==> src/rtl/space_race_pkg.sv <==
// Shared Space Race types: two-digit BCD score, score-channel states and the BCD increment.
// Pure declarations and combinational helpers; no latency, no flow control.
package space_race_pkg;

  typedef struct packed {
    logic [3:0] tens;
    logic [3:0] units;
  } bcd2_t;

  typedef enum logic [1:0] {
    IDLE,
    SCORED,
    HOLD
  } ch_state_t;

  localparam int unsigned HOLD_W = 4;

  // Per-nibble increment: units 9 carries into tens, 99 wraps to 00.
  function automatic bcd2_t bcd2_inc(input bcd2_t v);
    bcd2_t r;
    r = v;
    if (v.units == 4'd9) begin
      r.units = 4'd0;
      if (v.tens == 4'd9) begin
        r.tens = 4'd0;
      end else begin
        r.tens = v.tens + 4'd1;
      end
    end else begin
      r.units = v.units + 4'd1;
    end
    return r;
  endfunction

endpackage

==> src/rtl/score_channel.sv <==
// One player's score: falling-edge detect, IDLE/SCORED/HOLD sequencer, BCD score and hold counter.
// Score/restart update two cycles after the fall is sampled; no backpressure, late events are dropped.
module score_channel
  import space_race_pkg::*;
#(
  parameter int unsigned RESTART_FRAMES = 4
) (
  input  logic  CLK_DRV,
  input  logic  RESET,
  input  logic  score,
  input  logic  frame_tick,
  input  logic  score_en,
  input  logic  start,
  input  logic  game_over,
  output bcd2_t bcd,
  output logic  restart
);

  localparam logic [HOLD_W-1:0] HOLD_INIT = HOLD_W'(RESTART_FRAMES);

  logic              score_q;
  logic              score_prev;
  logic              score_evt;
  ch_state_t         state;
  logic [HOLD_W-1:0] hold_cnt;

  assign score_evt = score_prev & ~score_q;

  always_ff @(posedge CLK_DRV or posedge RESET) begin
    if (RESET) begin
      score_q    <= 1'b0;
      score_prev <= 1'b0;
      state      <= IDLE;
      bcd        <= '0;
      restart    <= 1'b0;
      hold_cnt   <= '0;
    end else begin
      score_q    <= score;
      score_prev <= score_q;
      if (start) begin
        state    <= IDLE;
        bcd      <= '0;
        restart  <= 1'b0;
        hold_cnt <= '0;
      end else begin
        case (state)
          IDLE: begin
            if (score_evt && score_en) begin
              state <= SCORED;
            end
          end
          SCORED: begin
            // The other player may have ended the game one cycle earlier.
            if (!game_over) begin
              bcd <= bcd2_inc(bcd);
            end
            restart  <= 1'b1;
            hold_cnt <= HOLD_INIT;
            state    <= HOLD;
          end
          HOLD: begin
            if (frame_tick) begin
              if (hold_cnt <= 4'd1) begin
                hold_cnt <= '0;
                restart  <= 1'b0;
                state    <= IDLE;
              end else begin
                hold_cnt <= hold_cnt - 4'd1;
              end
            end
          end
          default: begin
            state <= IDLE;
          end
        endcase
      end
    end
  end

endmodule

==> src/rtl/score_keeper.sv <==
// Space Race score keeper: two score channels, frame-tick detect, GAME_OVER register and START fan-out.
// BCD/restart two cycles after a SCORE_n fall, GAME_OVER one cycle later; no backpressure.
module score_keeper
  import space_race_pkg::*;
#(
  parameter int unsigned RESTART_FRAMES = 4,
  parameter logic [7:0]  MAX_SCORE      = 8'h99
) (
  input  logic       CLK_DRV,
  input  logic       RESET,
  input  logic       VBLANK_N,
  input  logic       GAME_ON,
  input  logic       START,
  input  logic       SCORE_1,
  input  logic       SCORE_2,
  output logic [7:0] SCORE1_BCD,
  output logic [7:0] SCORE2_BCD,
  output logic       RESTART_1,
  output logic       RESTART_2,
  output logic       GAME_OVER
);

  logic  vblank_q;
  logic  vblank_prev;
  logic  frame_tick;
  logic  score_en;
  bcd2_t bcd1;
  bcd2_t bcd2;

  assign frame_tick = vblank_q & ~vblank_prev;
  assign score_en   = GAME_ON & ~GAME_OVER;

  always_ff @(posedge CLK_DRV or posedge RESET) begin
    if (RESET) begin
      vblank_q    <= 1'b0;
      vblank_prev <= 1'b0;
      GAME_OVER   <= 1'b0;
    end else begin
      vblank_q    <= VBLANK_N;
      vblank_prev <= vblank_q;
      if (START) begin
        GAME_OVER <= 1'b0;
      end else if (bcd1 == MAX_SCORE || bcd2 == MAX_SCORE) begin
        GAME_OVER <= 1'b1;
      end
    end
  end

  score_channel #(
    .RESTART_FRAMES(RESTART_FRAMES)
  ) u_ch1 (
    .CLK_DRV   (CLK_DRV),
    .RESET     (RESET),
    .score     (SCORE_1),
    .frame_tick(frame_tick),
    .score_en  (score_en),
    .start     (START),
    .game_over (GAME_OVER),
    .bcd       (bcd1),
    .restart   (RESTART_1)
  );

  score_channel #(
    .RESTART_FRAMES(RESTART_FRAMES)
  ) u_ch2 (
    .CLK_DRV   (CLK_DRV),
    .RESET     (RESET),
    .score     (SCORE_2),
    .frame_tick(frame_tick),
    .score_en  (score_en),
    .start     (START),
    .game_over (GAME_OVER),
    .bcd       (bcd2),
    .restart   (RESTART_2)
  );

  assign SCORE1_BCD = bcd1;
  assign SCORE2_BCD = bcd2;

endmodule

==> config.mk <==
export PLATFORM = sky130hd
export DESIGN_NAME = score_keeper
export DESIGN_NICKNAME = d
export VERILOG_FILES = /design/src/rtl/space_race_pkg.sv /design/src/rtl/score_channel.sv /design/src/rtl/score_keeper.sv
export SDC_FILE = /design/constraint.sdc
export NUM_CORES = 1
export LEC_CHECK = 0
export CAP_MARGIN = 10
export CORE_ASPECT_RATIO = 1.1
export CORE_UTILIZATION = 40
export DETAILED_ROUTE_END_ITERATION = 8
export HOLD_SLACK_MARGIN = 0.12
export PLACE_DENSITY = 0.7
export SLEW_MARGIN = 20
export SYNTH_ARGS = -nofsm -noshare
export SYNTH_HDL_FRONTEND = slang
export SYNTH_SLANG_ARGS = --single-unit
==> constraint.sdc <==
create_clock -name CLK_DRV -period 1.4 [get_ports CLK_DRV]
set_input_delay 0.28 -clock CLK_DRV [delete_from_list [all_inputs] [get_ports CLK_DRV]]
set_output_delay 0.28 -clock CLK_DRV [all_outputs]
set_load 0.02 [all_outputs]
==> metrics.txt, run 1 <==
Slew Limit Fails 0; fin nets between 200 and 300; RSZ-0062 raised after global routing yes; total number of yosys warnings 0; H-Tree Depth 2; Gate Count Post-Synth 197; P_leak ~1.3 nW; vias per inst about 5.2; PD cells ~1000 nW/um2; Buffers on Ports 25; Root Buffer clkbuf_8; GP Congestion slightly below 0.8; status finished with violations; Ports 26; Hold Slack 0.333 ns; ys async rst share 100%; Rows 26; CP Launch Type flop; WS Path Type flop to flop; CTS tree done; synthesized flop and latch total 37; failing checks setup timing; Synth Area per Inst between 9 and 10 um2; first-pass GRT wire length approximately 7 mm; post-route ant nets 0; syn nets ~220; total wire length 4.31 mm; dpl hpwl ~2.9 mm; initial antenna violation count 0; Max Cap Viol 0; required time of the critical path 1.61 ns; drt first-iter violations 64; TritonCTS Buffers 5; final clock period utilization by the worst path 107%; hold buffers post-CTS 0; Tightest Pin Transition roughly 0.41 ns; die area between 5000 and 6000 um2; Finish-stage setup viols 9; WP data arrival 1.70 ns; Setup Skew between 0.007 and 0.008 ns; CTS sink cnt 37; post-synthesis sequential area ratio between 40% and 50%; DR pass1 iterations 4; synthesized cell area around 1900 um2; fmax about 0.67 GHz; Clock Latency Late Sink roughly 0.29 ns; Most used DFF post-synth dfrtp_1; Residual DRC 0; die height about 75 um; fill count roughly 400; final hold viol count 0; CTS Buffer Depth 2; die width between 60 and 70 um; Yosys cell types between 40 and 50; core footprint roughly 4700 um2; Post-synth EDFFs 0; final worst slack -0.0927 ns; # diodes 0; drt wl/cell 13.4 um; CP endpoint kind flop; layout cells sized above 1 between 30 and 40%; fin crit period around 1.5 ns; vias in the first global route about 1600; CP Max Fanout 4; clock-pin slew on the worst setup and hold paths around 0.07 ns; worst min path class input port to async pin; Rel. slew slack between 70% and 80%; Worst VDD drop 841 uV; Overall Power 0.00300 W; layout overhead on the synthesized area 47.6%; grt ovf 0; Initial Utilization 41.8%; largest net degree at the start of global routing 38; vias 1666; gr usage total roughly 18%
-- cells in the final DEF (no fill, tap or decap), types with 3 or more instances in the layout --
cell type and instances:
a21oi_1 5, a21oi_2 3, buf_2 3, buf_4 38, clkbuf_8 5, clkdlybuf4s50_1 6, dfrtp_1 29, dfrtp_2 8
dlygate4sd2_1 13, ha_1 5, ha_2 6, inv_1 11, nand2_1 15, nand2b_1 7, nand3_1 4, nand4_1 3
nor2_1 14, nor2b_1 3, nor3b_1 3, o21ai_0 11, o21ai_1 7, o31ai_1 3
-- path summary, 6_finish.rpt --
kind	from	endpoint	slack, ns	cells past startpoint
setup / recovery	u_ch2.bcd[0]	u_ch2.bcd[3]	-0.09	4
hold / removal	RESET	u_ch1.hold_cnt[1]	0.33	3
setup reg to reg	u_ch2.bcd[0]	u_ch2.bcd[3]	-0.09	4
hold reg to reg	u_ch1.score_q	u_ch1.score_prev	0.39	0
max in group asynchronous	RESET	u_ch2.bcd[5]	0.86	3
min in group CLK_DRV	u_ch1.score_q	u_ch1.score_prev	0.39	0
-- synth_stat cells (all sizes together), types with 2 or more instances --
cell type / number / area [um2]
a21oi: 10 / 53.8
nand4: 3 / 18.8
a211oi: 3 / 32.5
dfrtp: 37 / 926
nand3: 5 / 25.0
o21ai: 20 / 100
nand4b: 2 / 17.5
and3b: 3 / 26.3
o31ai: 6 / 45.0
nand2: 16 / 60.1
buf: 4 / 25.0
nor2b: 5 / 38.8
nand2b: 8 / 50.1
ha: 12 / 150
mux2: 2 / 22.5
or2: 4 / 25.0
o22ai: 2 / 12.5
inv: 13 / 48.8
nor2: 15 / 56.3
nor3b: 4 / 35.0
o2bb2ai: 2 / 17.5
nor3: 3 / 15.0
or3: 2 / 17.5
-- critical path, cell delays in order, from the launching register on --
cell     delay [ns]
dfrtp_2        0.41
ha_2           0.17
and3b_2        0.23
or3_4          0.42
o31ai_4        0.17
-- stage by stage --
stage,setup WS (ns),instance area (um2),std cells,setup TNS [ns],utilization (%)
after floorplan,-0.116,1990,197,-0.494,-
after global routing,-0.137,2870,322,-1.39,61.7
final,-0.0927,2870,322,-0.467,61.7
after CTS,-0.0862,2750,320,-0.510,59.1
after detailed placement,-0.318,2580,311,-6.59,55.6
after global placement,-0.282,2580,311,-6.43,55.6
-- metal layers --
| layer | vias to the layer above | share of wire, % | GRT usage [%] |
|---|---|---|---|
| met4 | 0 | 1.9 | 8.33 |
| met5 | - | 0 | 0 |
| met3 | 6 | 3.6 | 5.45 |
| met1 | 806 | 46 | 22.5 |
| met2 | 22 | 48 | 29.2 |
| li1 | 832 | - | - |
-- where the power goes --
part | switching, W | total (W) | internal [W]
clock | 0.000389 | 0.00110 | 0.000708
combinational | 0.000346 | 0.000675 | 0.000328
sequential | 0.0000704 | 0.00122 | 0.00115
total | 0.000806 | 0.00300 | 0.00219
-- repair_timing --
action	CTS	global route
endpoints found under the setup margin	39	28
setup buffers	1	3
pin swaps	7	12
gates resized for setup	42	35
-- cell families after synthesis --
logic type | synth area share, %
AND/OR/NAND/NOR | 22.6
AO/OA/AOI/OAI | 16.7
flip-flops | 47.6
buffers and inverters | 3.79
adder cells (fa/ha/maj) | 7.72
multiplexers | 1.67
-- cell type report --
class | instances | area, um2 | area share [%]
clock buffer | 5 | 68.8 | 2.40
timing repair buffer | 65 | 534 | 18.6
inverter | 13 | 48.8 | 1.70
multi-input combinational | 143 | 1150 | 40.0
tap | 56 | 70.1 | 2.44
sequential | 37 | 936 | 32.6
clock inverter | 3 | 65.1 | 2.27
-- state kept, by name, summed over array words and instances, names as in the netlist --
name / cells
u_ch1.restart: 1
u_ch2.hold_cnt: 4
u_ch1.score_q: 1
u_ch2.restart: 1
u_ch1.score_prev: 1
u_ch2.score_prev: 1
vblank_prev: 1
GAME_OVER: 1
u_ch1.hold_cnt: 4
u_ch2.state: 2
u_ch1.state: 2
u_ch2.score_q: 1
vblank_q: 1
u_ch2.bcd: 8
u_ch1.bcd: 8
(Power assumes the default switching activity.)
==> inputs of run 2 (changes only) <==
Settings changed: CAP_MARGIN 10 to 20, CORE_ASPECT_RATIO 1.1 to not set.
==> run 2 against run 1 <==
The run still ends with setup timing left; via count increased by 1.6%; global-route usage increased by 0.13 points; clock skew about the same; worst hold slack improved by 0.0026 ns; core utilization shrank 0.29 points; sequential power hardly changed; maximum frequency down 0.69%; largest power group unchanged; highest routed layer unchanged.
==> metrics.txt, run 2 (synthesized netlist as in run 1, its figures left out) <==
post-route ant nets 0 (unchanged); # diodes 0 (unchanged); Ports 26 (unchanged); Buffers on Ports 25 (unchanged); most common cell after layout, fill and taps aside buf_4; H-Tree Depth 2 (unchanged); Root Buffer clkbuf_8; CP Max Fanout 4 (unchanged); fmax 0.665 GHz (-0.69%); CTS Buffer Depth 2 (unchanged); Combinational Power Share 24.7% (+2.2 points); PD cells 1020 nW/um2 (-2.4%); most frequent cells in the layout buf_4, dfrtp_1, nand2_1; Switching Share 28.7% (+1.8 points); fin nets 289 (+1.8%); layout overhead on the synthesized area 48.2%; TritonCTS Buffers 5 (unchanged); Tightest Pin Transition 0.344 ns (-0.0635 ns); RSZ-0062 raised after global routing yes; Clock Latency Late Sink 0.30 ns (about the same); GP Congestion 0.861 (+8.5%); Rel. slew slack 76.9% (+4.1 points); clock power share 33.8% (-2.8 points); worst min path class input port to async pin; clock-pin slew on the worst setup and hold paths 0.08 ns (about the same); setup TNS -0.523 ns (-0.0553 ns); layout cells sized above 1 41.7% (+2.2 points); Rows 25 (-3.8%); final clock period utilization by the worst path 107% (+0.74 points); WP data arrival 1.72 ns (+0.02 ns); grt ovf 0 (unchanged); CTS sink cnt 37 (unchanged); placed inst area 2590 um2 (+0.19%); total wire length 4.55 mm (+5.6%); Max Cap Viol 0 (unchanged); Setup Skew 0.00777 ns (+0.0000767 ns); status finished with violations; switching pwr 0.000843 W (+4.5%); DR pass1 iterations 4 (unchanged); drt first-iter violations 69 (+7.8%); CP endpoint kind flop; WS Path Type flop to flop; vias 1693 (+1.6%); Critical Path Max Stage Delay 0.43 ns (about the same); die width 71.7 um (+4.7%); core footprint 4690 um2 (+0.86%); sequential power share 41.6% (+0.8 points); gr usage total 18.4% (+0.13 points); CP cell instances ha_4 > and3b_2 > or3_4 > o31ai_2; slowest CP cell dfrtp_2; Initial Utilization 41.5% (-0.36 points); CTS tree done; internal power 0.00209 W (-4.5%); post-route cell area 2880 um2 (+0.39%); required time of the critical path 1.62 ns (about the same); Overall Power 0.00293 W (-2.1%); vias per inst 5.21 (+0.68%); Slew Limit Fails 0 (unchanged); die area 5150 um2 (about the same); final hold viol count 0 (unchanged); initial antenna violation count 0 (unchanged); Multi-input gate area 1130 um2 (-1.2%); die height 71.7 um (-4.5%); Largest regs u_ch1.bcd: 8 flops, u_ch2.bcd: 8 flops; vias in the first global route 1673 (+7.3%); largest net degree at the start of global routing 38 (unchanged); failing checks setup timing; fill count 390 (-0.51%); CP Launch Type flop; final worst slack -0.103 ns (-0.0104 ns); hold buffers post-CTS 0 (unchanged); Residual DRC 0 (unchanged); P_leak 1.34 nW (+0.58%); fin crit period 1.50 ns (+0.0104 ns); Worst VDD drop 753 uV (-10%); first-pass GRT wire length 7.30 mm (+7.1%); dpl hpwl 3.04 mm (+5.7%); Seq. cell area 936 um2 (unchanged); Finish-stage setup viols 9 (unchanged); drt wl/cell 14.0 um (+4.6%)
-- run 2: worst paths after layout --
check,slack (ns),cells after the start,end,from
setup / recovery,-0.10,4,u_ch2.bcd[3],u_ch2.bcd[0]
max in group asynchronous,0.86,3,u_ch1.bcd[0],RESET
min in group CLK_DRV,0.38,0,u_ch1.score_prev,u_ch1.score_q
hold / removal,0.34,3,u_ch2.hold_cnt[2],RESET
hold reg to reg,0.38,0,u_ch1.score_prev,u_ch1.score_q
setup reg to reg,-0.10,4,u_ch2.bcd[3],u_ch2.bcd[0]
-- run 2: timing repair --
action,CTS,global route
endpoints found under the hold margin,0,0
setup buffers,4,5
gates cloned,0,0
pin swaps,9,13
endpoints found under the setup margin,39,30
gates resized for setup,50,39
-- run 2: area by class of cell --
cell class	count	area share, %
Clock buffer	6	2.86
Timing Repair Buffer	70	20.0
Multi-Input combinational cell	143	39.4
Tap cell	54	2.34
Inverter	13	1.69
Sequential cell	37	32.5
Clock inverter	2	1.30
-- run 2: layer usage --
metal,track usage (%),vias to the layer above,wire (um)
met1,23.5,813,2070
met5,0,-,0
li1,-,839,-
met4,8.28,0,91
met3,3.80,10,151
met2,30.1,31,2240
-- run 2: through the flow --
step / utilization (%) / setup slack (ns) / hold slack (ns) / std cells
floorplan: - / -0.116 / 0.311 / 197
global placement: 55.2 / -0.323 / 0.363 / 310
global route: 61.4 / -0.170 / 0.369 / 325
finish: 61.4 / -0.103 / 0.335 / 325
CTS: 59.5 / -0.0789 / 0.350 / 322
detailed placement: 55.2 / -0.366 / 0.366 / 310
-- run 2: critical path, delay by kind of cell (launching register included) --
family,cells,cell delay [ns]
AND/OR/NAND/NOR,2,0.66
flip-flops,1,0.43
adder cells (fa/ha/maj),1,0.16
AO/OA/AOI/OAI,1,0.17
-- run 2: power groups by stage --
stage                     clock network (W)  registers [W]  logic (W)
after floorplan                           0        0.00132   0.000247
after global placement                    0        0.00123   0.000667
after detailed placement                  0        0.00123   0.000685
after CTS                           0.00101        0.00122   0.000693
after global routing                0.00106        0.00123   0.000787
final                              0.000990        0.00122   0.000724
==> inputs of run 3 (changes only) <==
Settings changed: RECOVER_POWER set to 50.
==> run 3 against run 2 <==
The flow still finishes with violations (setup timing); global-route usage did not move; worst setup slack about the same; via count up 0.30%; combinational power down 1%; first-iteration DRC count down 10%; sequential power about the same; non-clock buffer count is the same; critical path depth unchanged; maximum frequency about the same; routed wire length down 0.11%.
==> metrics.txt, run 3 (synthesized netlist as in run 1, its figures left out) <==
Root Buffer clkbuf_8; switching pwr 0.000841 W (-0.24%); Initial Utilization 41.5% (unchanged); drt wl/cell 14.0 um (-0.11%); required time of the critical path 1.62 ns (about the same); final hold viol count 0 (unchanged); Worst VDD drop 753 uV (about the same); clock-pin slew on the worst setup and hold paths 0.08 ns (about the same); clock power share 33.8% (about the same); fmax 0.665 GHz (about the same); Ports 26 (unchanged); PD cells 1020 nW/um2 (+0.23%); fin nets 289 (unchanged); Overall Power 0.00293 W (-0.29%); WS Path Type flop to flop; Residual DRC 0 (unchanged); pre-CTS setup slack -0.366 ns (unchanged); post-route ant nets 0 (unchanged); H-Tree Depth 2 (unchanged); DR pass1 iterations 4 (unchanged); layout cells sized above 1 41.7% (unchanged); die height 71.7 um (unchanged); die width 71.7 um (unchanged); vias 1698 (+0.30%); Finish-stage setup viols 9 (unchanged); Seq. cell area 936 um2 (unchanged); Placed Cells 310 (unchanged); first-pass GRT wire length 7.30 mm (unchanged); Clock Latency Late Sink 0.30 ns (about the same); Rel. slew slack 37.9% (-39 points); total wire length 4.55 mm (-0.11%); TritonCTS Buffers 5 (unchanged); CTS Buffer Depth 2 (unchanged); largest net degree at the start of global routing 38 (unchanged); Rows 25 (unchanged); Slew Limit Fails 0 (unchanged); fin crit period 1.50 ns (+0.000441 ns); Hold Crit Depth 0; P_leak 1.33 nW (-0.33%); CTS sink cnt 37 (unchanged); layout overhead on the synthesized area 47.4%; WP data arrival 1.72 ns (about the same); grt ovf 0 (unchanged); # diodes 0 (unchanged); GP Congestion 0.861 (unchanged); drt first-iter violations 62 (-10%); most common cell after layout, fill and taps aside buf_4; CTS tree done; die area 5150 um2 (unchanged); Multi-input gate area 1130 um2 (unchanged); Final Instance Count excl. Fillers 325 (unchanged); internal power 0.00208 W (-0.31%); Switching Share 28.7% (about the same); sequential power share 41.7% (about the same); Tightest Pin Transition 0.931 ns (+0.587 ns); Max Cap Viol 0 (unchanged); CP Max Fanout 4 (unchanged); Largest regs u_ch1.bcd: 8 flops, u_ch2.bcd: 8 flops; CP Launch Type flop; vias per inst 5.22 (+0.30%); CP endpoint kind flop; core footprint 4690 um2 (unchanged); vias in the first global route 1673 (unchanged); gr usage total 18.4% (unchanged); dpl hpwl 3.04 mm (unchanged); final clock period utilization by the worst path 107% (about the same); most frequent cells in the layout buf_4, dfrtp_1, nand2_1; fill count 392 (+0.51%); failing checks setup timing; final worst slack -0.104 ns (-0.000441 ns); worst min path class flop to flop; Hold Slack 0.382 ns (+0.0463 ns); hold buffers post-CTS 0 (unchanged); initial antenna violation count 0 (unchanged); R2R cell count 4 (unchanged); Setup Skew 0.00848 ns (+0.000713 ns); Buffers on Ports 25 (unchanged); Combinational Power Share 24.5% (-0.2 points); RSZ-0062 raised after global routing yes; status finished with violations
run 3: cell count changes in the layout (fill, tap and decap cells not counted), sizes merged:
cell / previous run / this run
buf: 50 / 49
clkbuf: 8 / 9
dlygate4sd3: 0 / 3
clkdlybuf4s50: 5 / 2
run 3: critical path, cell delays in order (launching register included):
cell and delay (ns):
dfrtp_2 0.43, ha_4 0.16, and3b_2 0.24, or3_4 0.42, o31ai_2 0.17
run 3: per-layer routing:
metal  GRT usage [%]  wire (um)
met5               0          0
met3            3.80        145
met2            30.1       2230
met1            23.5       2080
met4            8.28         91
run 3: what timing repair did:
item | CTS | global route
pin swaps | 9 | 13
gates cloned | 0 | 0
setup buffers | 4 | 5
resized for setup | 50 | 39
hold endpoints to repair | 0 | 0
endpoints found under the setup margin | 39 | 30
run 3: final cells by class:
cell class                 count  area share [%]
tap                           54            2.36
clock buffer                   6            2.88
multi-input combinational    143            39.6
timing repair buffer          70            19.5
clock inverter                 2            1.31
sequential                    37            32.6
inverter                      13            1.70
run 3: per-stage QoR:
stage,area [um2],TNS (ns),util [%]
finish,2870,-0.520,61.1
global route,2870,-1.73,61.1
CTS,2790,-0.456,59.5
detailed placement,2590,-7.60,55.2
global placement,2590,-7.34,55.2
floorplan,1990,-0.494,-
run 3: path summary, 6_finish.rpt:
check	from	endpoint	slack, ns
setup / recovery	u_ch2.bcd[0]	u_ch2.bcd[3]	-0.10
hold / removal	u_ch1.score_q	u_ch1.score_prev	0.38
setup reg to reg	u_ch2.bcd[0]	u_ch2.bcd[3]	-0.10
hold reg to reg	u_ch1.score_q	u_ch1.score_prev	0.38
max in group asynchronous	RESET	u_ch1.bcd[0]	0.18
min in group asynchronous	RESET	u_ch2.restart	0.58
run 3: power groups by stage:
stage | Clock [W] | Combinational [W] | Sequential, W
2_1_floorplan | 0 | 0.000247 | 0.00132
3_5_place_dp | 0 | 0.000685 | 0.00123
4_1_cts | 0.00101 | 0.000693 | 0.00122
6_report | 0.000989 | 0.000717 | 0.00122
5_1_grt | 0.00106 | 0.000780 | 0.00123
3_3_place_gp | 0 | 0.000667 | 0.00123
